==> src/rtl/lcd1602_emu.sv <==
// lcd1602_emu: HD44780/LCD1602 bus responder with 80-byte DDRAM, busy timer, bus reads and viewer port
module lcd1602_emu #(
  parameter int BUSY_SHORT = 1850,
  parameter int BUSY_LONG = 76000
) (
  input  logic       clk,
  input  logic       rst_n,
  input  logic [7:0] lcd_q,
  input  logic       lcd_rs,
  input  logic       lcd_en,
  input  logic       lcd_rw,
  output logic [7:0] rd_q,
  output logic       rd_oe,
  output logic       busy,
  output logic [6:0] ac,
  output logic       disp_on,
  output logic       cursor_on,
  output logic       blink_on,
  output logic [5:0] shift_ofs,
  input  logic [6:0] view_addr,
  output logic [7:0] view_data,
  output logic       ignored,
  output logic       addr_err
);
  localparam int CW = $clog2(BUSY_LONG > BUSY_SHORT ? BUSY_LONG : BUSY_SHORT) + 1;
  typedef enum logic [1:0] {CLEAR, EXEC, IDLE} state_t;
  state_t state_q, state_d;
  logic [CW-1:0] cnt_q, cnt_d;
  logic [10:0] s1_q, s2_q, s3_q;
  logic [6:0] ac_q, ac_d, mem_idx;
  logic [5:0] ofs_q, ofs_d;
  logic [7:0] rdata_q, rdata_d, view_q, view_d, mem_wd, bd;
  logic id_q, id_d, s_q, s_d, disp_q, disp_d, cur_q, cur_d, blink_q, blink_d;
  logic err_q, err_d, ign_q, ign_d, busy_q, busy_d, oe_q, oe_d, mem_we, stb, b_rs, b_rw;
  logic [7:0] mem [0:79];
  function automatic logic [6:0] ac_step(input logic [6:0] a, input logic up);
    return up ? (a == 7'h27 ? 7'h40 : a == 7'h67 ? 7'h00 : a + 7'd1)
              : (a == 7'h00 ? 7'h67 : a == 7'h40 ? 7'h27 : a - 7'd1);
  endfunction
  function automatic logic [5:0] ofs_step(input logic [5:0] o, input logic up);
    return up ? (o == 6'd39 ? 6'd0 : o + 6'd1) : (o == 6'd0 ? 6'd39 : o - 6'd1);
  endfunction
  function automatic logic [6:0] idx(input logic [6:0] a);
    return a[6] ? 7'd40 + {1'b0, a[5:0]} : {1'b0, a[5:0]};
  endfunction
  function automatic logic valid(input logic [6:0] a);
    return a <= 7'h27 || (a >= 7'h40 && a <= 7'h67);
  endfunction
  assign stb = s3_q[10] & ~s2_q[10];
  assign {b_rw, b_rs, bd} = s3_q[9:0];
  always_comb begin
    state_d = state_q;
    cnt_d = cnt_q;
    ac_d = ac_q;
    ofs_d = ofs_q;
    id_d = id_q;
    s_d = s_q;
    disp_d = disp_q;
    cur_d = cur_q;
    blink_d = blink_q;
    err_d = err_q;
    ign_d = stb & ~b_rw & (state_q != IDLE);
    mem_we = 1'b0;
    mem_idx = idx(ac_q);
    mem_wd = bd;
    if (state_q == CLEAR) begin
      mem_we = 1'b1;
      mem_idx = cnt_q[6:0];
      mem_wd = 8'h20;
      cnt_d = cnt_q + CW'(1);
      if (cnt_q == CW'(79)) begin
        state_d = EXEC;
        cnt_d = CW'(BUSY_LONG - 1);
        ac_d = '0;
        id_d = 1'b1;
        ofs_d = '0;
      end
    end else if (state_q == EXEC) begin
      cnt_d = cnt_q - CW'(1);
      if (cnt_q == '0) state_d = IDLE;
    end else if (stb && b_rw && b_rs) begin
      ac_d = ac_step(ac_q, id_q);
    end else if (stb && !b_rw) begin
      state_d = EXEC;
      cnt_d = CW'(BUSY_SHORT - 1);
      if (b_rs) begin
        mem_we = 1'b1;
        ac_d = ac_step(ac_q, id_q);
        if (s_q) ofs_d = ofs_step(ofs_q, id_q);
      end else if (bd[7]) begin
        if (valid(bd[6:0])) ac_d = bd[6:0];
        else err_d = 1'b1;
      end else if (bd[6:5] == 2'b00) begin
        if (bd[4]) begin
          if (bd[3]) ofs_d = ofs_step(ofs_q, bd[2]);
          else ac_d = ac_step(ac_q, bd[2]);
        end else if (bd[3]) begin
          {disp_d, cur_d, blink_d} = bd[2:0];
        end else if (bd[2]) begin
          {id_d, s_d} = bd[1:0];
        end else if (bd[1]) begin
          ac_d = '0;
          ofs_d = '0;
          cnt_d = CW'(BUSY_LONG - 1);
        end else if (bd[0]) begin
          state_d = CLEAR;
          cnt_d = '0;
        end
      end
    end
    busy_d = state_d != IDLE;
    oe_d = s2_q[10] & s2_q[9];
    rdata_d = oe_d ? (s2_q[8] ? mem[idx(ac_q)] : {busy_q, ac_q}) : 8'h00;
    view_d = valid(view_addr) ? mem[idx(view_addr)] : 8'h20;
  end
  always_ff @(posedge clk) if (mem_we) mem[mem_idx] <= mem_wd;
  always_ff @(posedge clk or negedge rst_n) begin
    if (!rst_n) begin
      state_q <= CLEAR;
      cnt_q <= '0;
      s1_q <= '0;
      s2_q <= '0;
      s3_q <= '0;
      ac_q <= '0;
      ofs_q <= '0;
      id_q <= 1'b1;
      s_q <= 1'b0;
      disp_q <= 1'b0;
      cur_q <= 1'b0;
      blink_q <= 1'b0;
      err_q <= 1'b0;
      ign_q <= 1'b0;
      busy_q <= 1'b0;
      oe_q <= 1'b0;
      rdata_q <= '0;
      view_q <= 8'h20;
    end else begin
      state_q <= state_d;
      cnt_q <= cnt_d;
      s1_q <= {lcd_en, lcd_rw, lcd_rs, lcd_q};
      s2_q <= s1_q;
      s3_q <= s2_q;
      ac_q <= ac_d;
      ofs_q <= ofs_d;
      id_q <= id_d;
      s_q <= s_d;
      disp_q <= disp_d;
      cur_q <= cur_d;
      blink_q <= blink_d;
      err_q <= err_d;
      ign_q <= ign_d;
      busy_q <= busy_d;
      oe_q <= oe_d;
      rdata_q <= rdata_d;
      view_q <= view_d;
    end
  end
  assign rd_q = rdata_q;
  assign rd_oe = oe_q;
  assign busy = busy_q;
  assign ac = ac_q;
  assign disp_on = disp_q;
  assign cursor_on = cur_q;
  assign blink_on = blink_q;
  assign shift_ofs = ofs_q;
  assign view_data = view_q;
  assign ignored = ign_q;
  assign addr_err = err_q;
endmodule

==> config.mk <==
export PLATFORM = sky130hd
export DESIGN_NAME = lcd1602_emu
export DESIGN_NICKNAME = d
export VERILOG_FILES = /design/src/rtl/lcd1602_emu.sv
export SDC_FILE = /design/constraint.sdc
export NUM_CORES = 1
export LEC_CHECK = 0
export ABC_AREA = 0
export CORE_ASPECT_RATIO = 0.5
export CORE_MARGIN = 2
export CORE_UTILIZATION = 40
export DETAILED_ROUTE_END_ITERATION = 6
export DONT_BUFFER_PORTS = 1
export MAX_ROUTING_LAYER = met4
export SLEW_MARGIN = 25
export SYNTH_ARGS = -nofsm -noshare
export SYNTH_HDL_FRONTEND = slang
export SYNTH_SLANG_ARGS = --single-unit
==> constraint.sdc <==
create_clock -name clk -period 7.6 [get_ports clk]
set_input_delay 1.52 -clock clk [delete_from_list [all_inputs] [get_ports clk]]
set_output_delay 1.52 -clock clk [all_outputs]
set_load 0.02 [all_outputs]
* Word level (Yosys, flattened, before mapping)
Memory sizes are Yosys's and may differ from the RTL's.
Index checks and enable logic that the tools add are counted.
** Storage, ports and cells
- Register bits :: 91
- Bits in writable memories :: 640
- Bits of input ports :: 20
- Output and inout port bits :: 36
- Word-level logic and storage cells :: 190
- Memories :: 1
** Operators by class
- Add/sub/neg operators :: 8
- Order comparisons :: 6
- Eq/ne operators :: 24
- Multiplexer cells :: 90
- Bitwise operators :: 14
- Reductions and logical operators :: 29
** Memory list
- mem :: depth 80, width 8, read ports 2, clocked after Yosys merged registers in 0, write ports 1, RTL line 35 : logic [7:0] mem [0:79];
** Operators with widths (number)
- $mux 7 :: 23
- $mux 17 :: 7
- $mux 6 :: 18
- $mux 18 :: 5
- $mux 8 :: 4
- $mux 1 :: 26
- $reduce_and 10->1 :: 2
- $add 18x1->18 const B :: 1
- $eq 18x7->1 const B :: 1
- $logic_not 18->1 :: 1
- $sub 18x1->18 const B :: 1
- $add 6x6->7 const A :: 2
- $eq 7x7->1 const B :: 2
- $ge 7x7->1 const B :: 2
- $le 7x6->1 const B :: 2
- $le 7x7->1 const B :: 2
- $mux 2 :: 6
- $mux 11 :: 1
- $reduce_and 11->1 :: 1
- $ne 2x1->1 const B :: 5
- $ne 5x1->1 const B :: 2
- $not 1->1 :: 10
- $reduce_and 9->1 :: 1
- $reduce_bool 3->1 :: 3
- other kinds (27) :: 43

* Logic depth before layout (Yosys ltp)
Gate-level depths: netlist (run 1).
- Word-level depth :: 13
- Depth in mapped cells :: 12
- Mapped depth without buffers :: 8

* Worst setup path after synthesis (run 1)
No wires, ideal clock.
- Path kind :: in2reg
- From :: in view_addr[0]
- To :: reg view_q[7] (netlist: view_data[7])
- Setup time :: 0.120 ns
- Arrival time :: 3.799 ns
- Data required time :: 7.480 ns
- Setup slack :: 3.681 ns
- Stages :: 6
- Path buffers :: 3
- Path through :: buf_2 > buf_2 > buf_1 > mux4_2 > mux4_2 > o211a_1
** Between the ends
- Longest elaborated chain between the ends :: 4
- Elaborated cells on any way between the ends :: 9
- Those cells by class :: add/sub (1); order compare (3); mux (2); reduce/logical (2); memory (1)
** Ends and longest elaborated chain
- from (decl) :: RTL line 20 : input logic [6:0] view_addr,
- $add 6x6->7 (tied with other cells) :: RTL line 44 : return a[6] ? 7'd40 + {1'b0, a[5:0]} : {1'b0, a[5:0]};
- $mux 7 or $logic_and 1x1->1 (tied branches) :: RTL line 44, 47
- $mem_v2 80x8 or $logic_or 1x1->1 (tied branches)
- $mux 8 * :: RTL line 114 : view_d = valid(view_addr) ? mem[idx(view_addr)] : 8'h20;
- named net view_d[7] :: RTL line 32 : logic [7:0] rdata_q, rdata_d, view_q, view_d, mem_wd, bd;
- to (signal assigned) :: RTL line 155 : view_q <= view_d;
- to (decl) :: RTL line 32
The timed path passes the listed nets; every way through them passes the cells marked *.
A chain may end at the register's enable or synchronous reset.

* Final worst setup path (run 1)
- From :: reg state_q[1]
- To :: mem mem[76][2], enable pin
** Between the ends
- Longest elaborated chain between the ends :: 5
- Elaborated cells on any way between the ends :: 7
- Those cells by class :: eq/ne (1); mux (5); reduce/logical (1)
** Ends and longest elaborated chain
- from (decl) :: RTL line 27 : state_t state_q, state_d;
- from (signal assigned) :: RTL line 138 : state_q <= state_d;
- $eq 2x1->1 :: RTL line 78 : end else if (state_q == EXEC) begin
- $mux 1 :: RTL line 78
- $mux 1 :: RTL line 66 : if (state_q == CLEAR) begin
- $mux 1 :: RTL line 116 : always_ff @(posedge clk) if (mem_we) mem[mem_idx] <= mem_wd;
- $mux 1 (not written as such) :: RTL line 116
- to (decl) :: RTL line 35
Several ways; a longest one is shown, not always the timed one.

==> results_dict.tcl, run 1 <==
set metrics [dict create \
    max-clock-path-buffers 3 \
    multi_input_area_um2 13380 \
    min_to "s3_q[3]" \
    fill_cells 7730 \
    seqCellArea_um2 21510 \
    synth_top_area_cell "edfxtp_1" \
    finalWorstSetupSlack_ps 3238 \
    async_reset_ff_frac 0.1245 \
    syn_to_final_growth_pct 10.81 \
    finalSetupViolations 0 \
    hpwl_mm 78.74 \
    worstMarginPinSlew_ps 1192 \
    clock_latency_ps 650 \
    yosysTopAreaCellShare 0.5393 \
    power_density_nw_per_um2 217.2 \
    port_buffers 0 \
    relSlewSlack 0.2034 \
    ys_warn_count 0 \
    cap_violations 0 \
    syn_avg_cell_area_um2 15.46 \
    ys_types 77 \
    ys.flop_type "edfxtp_1" \
    post_drt_wl_per_cell_um 34.17 \
    cts_tree "yes" \
    die_y_um 215.1 \
    fin_nets 2281 \
    gp_congestion 0.9637 \
    finish.utilization 0.4474 \
    yosysSeqAreaShare 0.6033 \
    synth_common_cells "edfxtp_1 (640), mux4_2 (250), nor2_1 (159)" \
    hp-class "flop to flop" \
    cts_root_buffer "clkbuf_16" \
    io_pins 56 \
    drive_gt1_frac 0.2229 \
    switching_share 0.2045 \
    peakVddDrop_mv 0.1440 \
    h-tree-depth 3 \
    p_int_mw 6.821 \
    worst-setup-path-type "flop to flop" \
    min_path_cells 0 \
    setup_tns_ps 0 \
    seq_power_share 0.508 \
    synthTopCellsByArea "edfxtp_1 (54%), mux4_2 (16%), dfrtp_1 (6.3%)" \
    start_util 0.4038 \
    min_period_over_period 0.5740 \
    p_sw_mw 1.754 \
    row_count 77 \
    hold_viol 0 \
    skew_ps 32.82 \
    r2r.worst_path.cells 6 \
    maxSlewViolCount 0 \
    ctsHoldBuffers 0 \
    comb_power_share 0.018 \
    drcViolationCount 0 \
    antenna_found_initial 2 \
    cts.sinks 731 \
    ys_seq_elements 731 \
    synth-edff-count 640 \
    core-area_um2 88250 \
    status "complete, no violations" \
    drtAntennaViolNets 0 \
    overflow 0 \
    drt-total-wl_mm 119.4 \
    synth.most_common_cell "edfxtp_1" \
    numCtsBuffers 72 \
    worst_setup_path_start_kind "flop" \
    grt_max_degree 163 \
    worstHoldStart "s2_q[3]" \
    holdWs_ps 344.2 \
    viasPerCell 6.654 \
    grt_pass1_wl_mm 170.4 \
    p_clk_frac 0.474 \
    syn-cell-area_um2 35630 \
    clk_pin_slew_ps 60 \
    timing.rr.start "state_q[1]" \
    rsz0062_at_grt "no" \
    crit-reg2reg-capture "mem[76][2]" \
    period_needed_ps 4362 \
    drt_iter0_drc 3767 \
    post_cts_buffers 0 \
    place_ws_ps 3538 \
    fmax_ghz 0.2293 \
    grt_usage 0.2669 \
    end_kind "flop" \
    die_area_um2 91630 \
    vias 23240 \
    cts_resized 0 \
    cp_data_arrival_time_ps 4620 \
    rrSetupSlack_ps 3240 \
    dr.pass1.iters 6 \
    grt_pass1_vias 22290 \
    syn-num-nets 2339 \
    worstPathRequired_ps 7860 \
    syn_inst 2305 \
    leakage_nw 10.75 \
    path_max_fanout 23 \
    dieWidth_um 426.1 \
]
-- cell usage in the layout, fill, tap and decap left out, types with 21 or more instances in the layout --
master,netlist,final
o2bb2ai_1,25,25
a22oi_1,51,51
o21ai_0,66,65
a21oi_1,70,70
clkbuf_16,0,80
nand2_1,110,110
nand3_1,36,36
mux2i_1,126,126
o22ai_1,31,31
nor3_1,37,37
inv_1,28,28
nor2_1,159,158
buf_4,5,40
edfxtp_1,640,640
a221o_1,21,21
a221oi_1,25,25
dfrtp_1,89,86
mux4_2,250,250
mux2_2,59,59
-- per-layer routing --
layer  global-route usage  vias up  routed length (µm)
met2               0.3897     1543               53620
met4              0.07256        0                4023
met5                    -        -                   0
met1               0.3677    12120               47950
met3              0.07318      271               13760
li1                     -     9304                   -
-- metrics by stage --
stage | total power [mW] | std cells | instance area (µm²)
2_1_floorplan | 4.590 | 2305 | 35630
3_3_place_gp | 4.595 | 3357 | 36760
3_5_place_dp | 4.595 | 3357 | 36780
4_1_cts | 8.598 | 3490 | 39440
5_1_grt | 8.759 | 3493 | 39490
6_report | 8.575 | 3493 | 39490
-- sequential cells by signal, indices dropped and copies added, names as in the netlist, 2 cells and up --
signal,flops
mem,640
cnt_q,18
s1_q,11
s2_q,11
s3_q,11
rd_q,8
view_data,8
ac,7
shift_ofs,6
state_q,2
-- worst max path at each step --
stage	endpoint	slack, ps	startpoint
final	mem[76][2]	3240	state_q[1]
after global routing	mem[76][1]	2960	state_q[1]
after CTS	mem[69][7]	3500	state_q[1]
after detailed placement	mem[76][7]	3540	state_q[1]
after global placement	mem[56][4]	3330	ac[4]
after floorplan	view_data[7]	3680	view_addr[0]
-- critical path, cell delays in order (launching register included) --
cell and delay [ps]:
dfrtp_1 770, inv_1 270, nor2_1 550, nand2_1 150, o22ai_1 450, nand2_1 850, nor2_1 930
-- power groups by stage --
stage | combinational [mW] | sequential, mW | clock (mW)
6_report | 0.157 | 4.36 | 4.06
5_1_grt | 0.162 | 4.36 | 4.24
4_1_cts | 0.151 | 4.36 | 4.09
3_5_place_dp | 0.151 | 4.44 | 0
3_3_place_gp | 0.151 | 4.44 | 0
2_1_floorplan | 0.165 | 4.43 | 0
-- cells by family (layout without fill, tap and decap cells) --
family	Yosys count	after routing	share of synthesized area
flip-flops	731	731	0.6033
buffers and inverters	204	205	0.02465
AND/OR/NAND/NOR	456	456	0.06047
multiplexers	435	435	0.2121
other	0	2	0
adder cells (fa/ha/maj)	14	14	0.004916
AO/OA/AOI/OAI	432	432	0.08649
XOR/XNOR	33	33	0.008111
-- area by class of cell --
cell class,instances,share of cell area
flip-flops and latches,731,0.5447
diodes,2,0.0001268
well taps,1185,0.03755
clock buffers,89,0.05232
repair buffers,42,0.008397
multi-input cells,1370,0.3389
clock inverters,44,0.01515
inverters,30,0.002852
(Power assumes the default switching activity.)
==> inputs of run 2 (changes only) <==
- clock period: 7.6 -> 3.7 ns (I/O delays scaled with it)
==> run 2 against run 1 <==
Net effect: sequential cell count unchanged; clock power is 87% higher; cell count grew 4.6%; critical path depth grew 1; critical endpoint is now rd_q[7]; total power rose by 97%.
==> results_dict.tcl, run 2 (same netlist as run 1, synthesis figures left out) <==
set metrics [dict create \
    antenna_found_initial 2 \
    drive_gt1_frac 0.2654 \
    largest_register_ffs 640 \
    layout_common_cells "edfxtp_1 (640), mux4_2 (250), buf_4 (191)" \
    power_density_nw_per_um2 417.8 \
    crit-reg2reg-capture "rd_q[7]" \
    rrSetupSlack_ps 100 \
    status "complete, no violations" \
    max_stage_delay_ps 720 \
    met1_usage 0.3849 \
    layout_commonest_cell "edfxtp_1" \
    die_area_um2 91630 \
    drcViolationCount 0 \
    critical_path.cell_chain "buf_12, mux2_2, a221oi_1, a221oi_1, o32a_1, a221oi_1, nor3_1" \
    cp_num_buf_inv 1 \
    cap_violations 0 \
    drtAntennaViolNets 0 \
    drt_iter0_drc 3781 \
    max-clock-path-buffers 3 \
    fill_cells 7719 \
    timing.rr.start "ac[1]" \
    core-area_um2 88250 \
    post_drt_wl_per_cell_um 32.54 \
    grt_pass1_vias 22890 \
    dieWidth_um 426.1 \
    top_usage_layer "met1" \
    met3_usage 0.05980 \
    cts.sinks 731 \
    path_max_fanout 90 \
    grt_usage 0.2661 \
    post_cts_buffers 0 \
    placedCellCount 3517 \
    end_kind "flop" \
    die_y_um 215.1 \
    finish.utilization 0.4588 \
    fin_cells 3652 \
    numCtsBuffers 72 \
    period_needed_ps 3605 \
    io_pins 56 \
    multi_input_area_um2 13340 \
    gp_congestion 0.9640 \
    hpwl_mm 78.73 \
    peakVddDrop_mv 0.3207 \
    worst-setup-path-type "flop to flop" \
    slowest_stage "dfrtp_4" \
    min_period_over_period 0.9743 \
    seqCellArea_um2 21510 \
    cts_tree "yes" \
    r2r.worst_path.cells 7 \
    cp_data_arrival_time_ps 4040 \
    overflow 0 \
    relSlewSlack 0.2699 \
    fin_nets 2441 \
    clock_latency_ps 650 \
    skew_ps 39.67 \
    rsz0062_at_grt "no" \
    cp_top_family "compound AO/OA/AOI/OAI gates" \
    hp-class "input pin to asynchronous set/reset pin" \
    top_regs "mem (640), cnt_q (18)" \
    cts_root_buffer "clkbuf_16" \
    leakage_nw 11.50 \
    crit_top_cell "a221oi_1" \
    met2_usage 0.3757 \
    port_buffers 0 \
    vias 23950 \
    drt-total-wl_mm 118.8 \
    regMostFlops "mem" \
    worstPathRequired_ps 4130 \
    worstMarginPinSlew_ps 1095 \
    hold_viol 0 \
    worst_setup_path_start_kind "flop" \
    row_count 77 \
    maxSlewViolCount 0 \
    viasPerCell 6.557 \
    finalSetupViolations 0 \
    cp.depth 7 \
    holdWs_ps 42.33 \
    setup_tns_ps 0 \
    grt_max_degree 163 \
    start_util 0.4038 \
    grt_pass1_wl_mm 170.1 \
    fmax_ghz 0.2774 \
    dr.pass1.iters 6 \
    syn_to_final_growth_pct 13.63 \
    h-tree-depth 3 \
    clk_pin_slew_ps 60 \
]
## run 2: changes by cell type in the layout (fill, tap and decap cells not counted), moves of 3 or more
| cell | previous run | this run |
|---|---|---|
| buf_12 | 1 | 10 |
| o311ai_2 | 3 | 0 |
| bufinv_16 | 14 | 7 |
| clkinv_2 | 7 | 12 |
| clkbuf_16 | 80 | 77 |
| buf_4 | 40 | 191 |
| clkinv_1 | 10 | 16 |
| o21ai_1 | 2 | 5 |
| clkbuf_1 | 6 | 12 |
| clkinvlp_4 | 8 | 3 |
## run 2: worst max path at each step
stage | slack [ps] | start | endpoint
after floorplan | 170 | ac[0] | ac[6]
after global placement | 320 | ac[1] | rd_q[7]
after detailed placement | 290 | ac[1] | rd_q[7]
after CTS | 260 | ac[1] | rd_q[7]
after global routing | 120 | ac[1] | rd_q[7]
final | 100 | ac[1] | rd_q[7]
## run 2: worst register-to-register path, cell delays in order, from the launching register on
cell	delay, ps
dfrtp_4	720
buf_12	520
mux2_2	560
a221oi_1	240
a221oi_1	100
o32a_1	300
a221oi_1	710
nor3_1	260
## run 2: repair_timing
item                      CTS  global route
hold endpoints to repair   91             0
gates resized for setup     0             0
hold buffers                1             0
## run 2: layer usage
layer  wire (µm)  vias up
li1            -     9626
met1       48810    12450
met2       52030     1618
met3       13930      255
met4        4072        0
met5           0        -
## run 2: area by class of cell
| cell class | count | area share |
|---|---|---|
| repair buffers | 202 | 0.04104 |
| multi-input cells | 1370 | 0.3294 |
| diodes | 3 | 0.0001854 |
| clock buffers | 90 | 0.04904 |
| flip-flops and latches | 731 | 0.5312 |
| inverters | 30 | 0.002781 |
| clock inverters | 41 | 0.009672 |
| well taps | 1185 | 0.03662 |
## run 2: report_power, final
group	switching (mW)	internal (mW)	leakage, nW
combinational	0.214	0.178	4.66
sequential	0.0660	8.88	5.67
clock	3.26	4.31	1.16
## run 2: stage by stage
step / setup slack, ps / power (mW) / instance area, µm²
floorplan: 167.9 / 9.429 / 35630
finish: 95.00 / 16.92 / 40490
global route: 119.2 / 17.32 / 40490
detailed placement: 287.3 / 9.479 / 38080
CTS: 260.1 / 16.99 / 40480
global placement: 322.3 / 9.476 / 38070
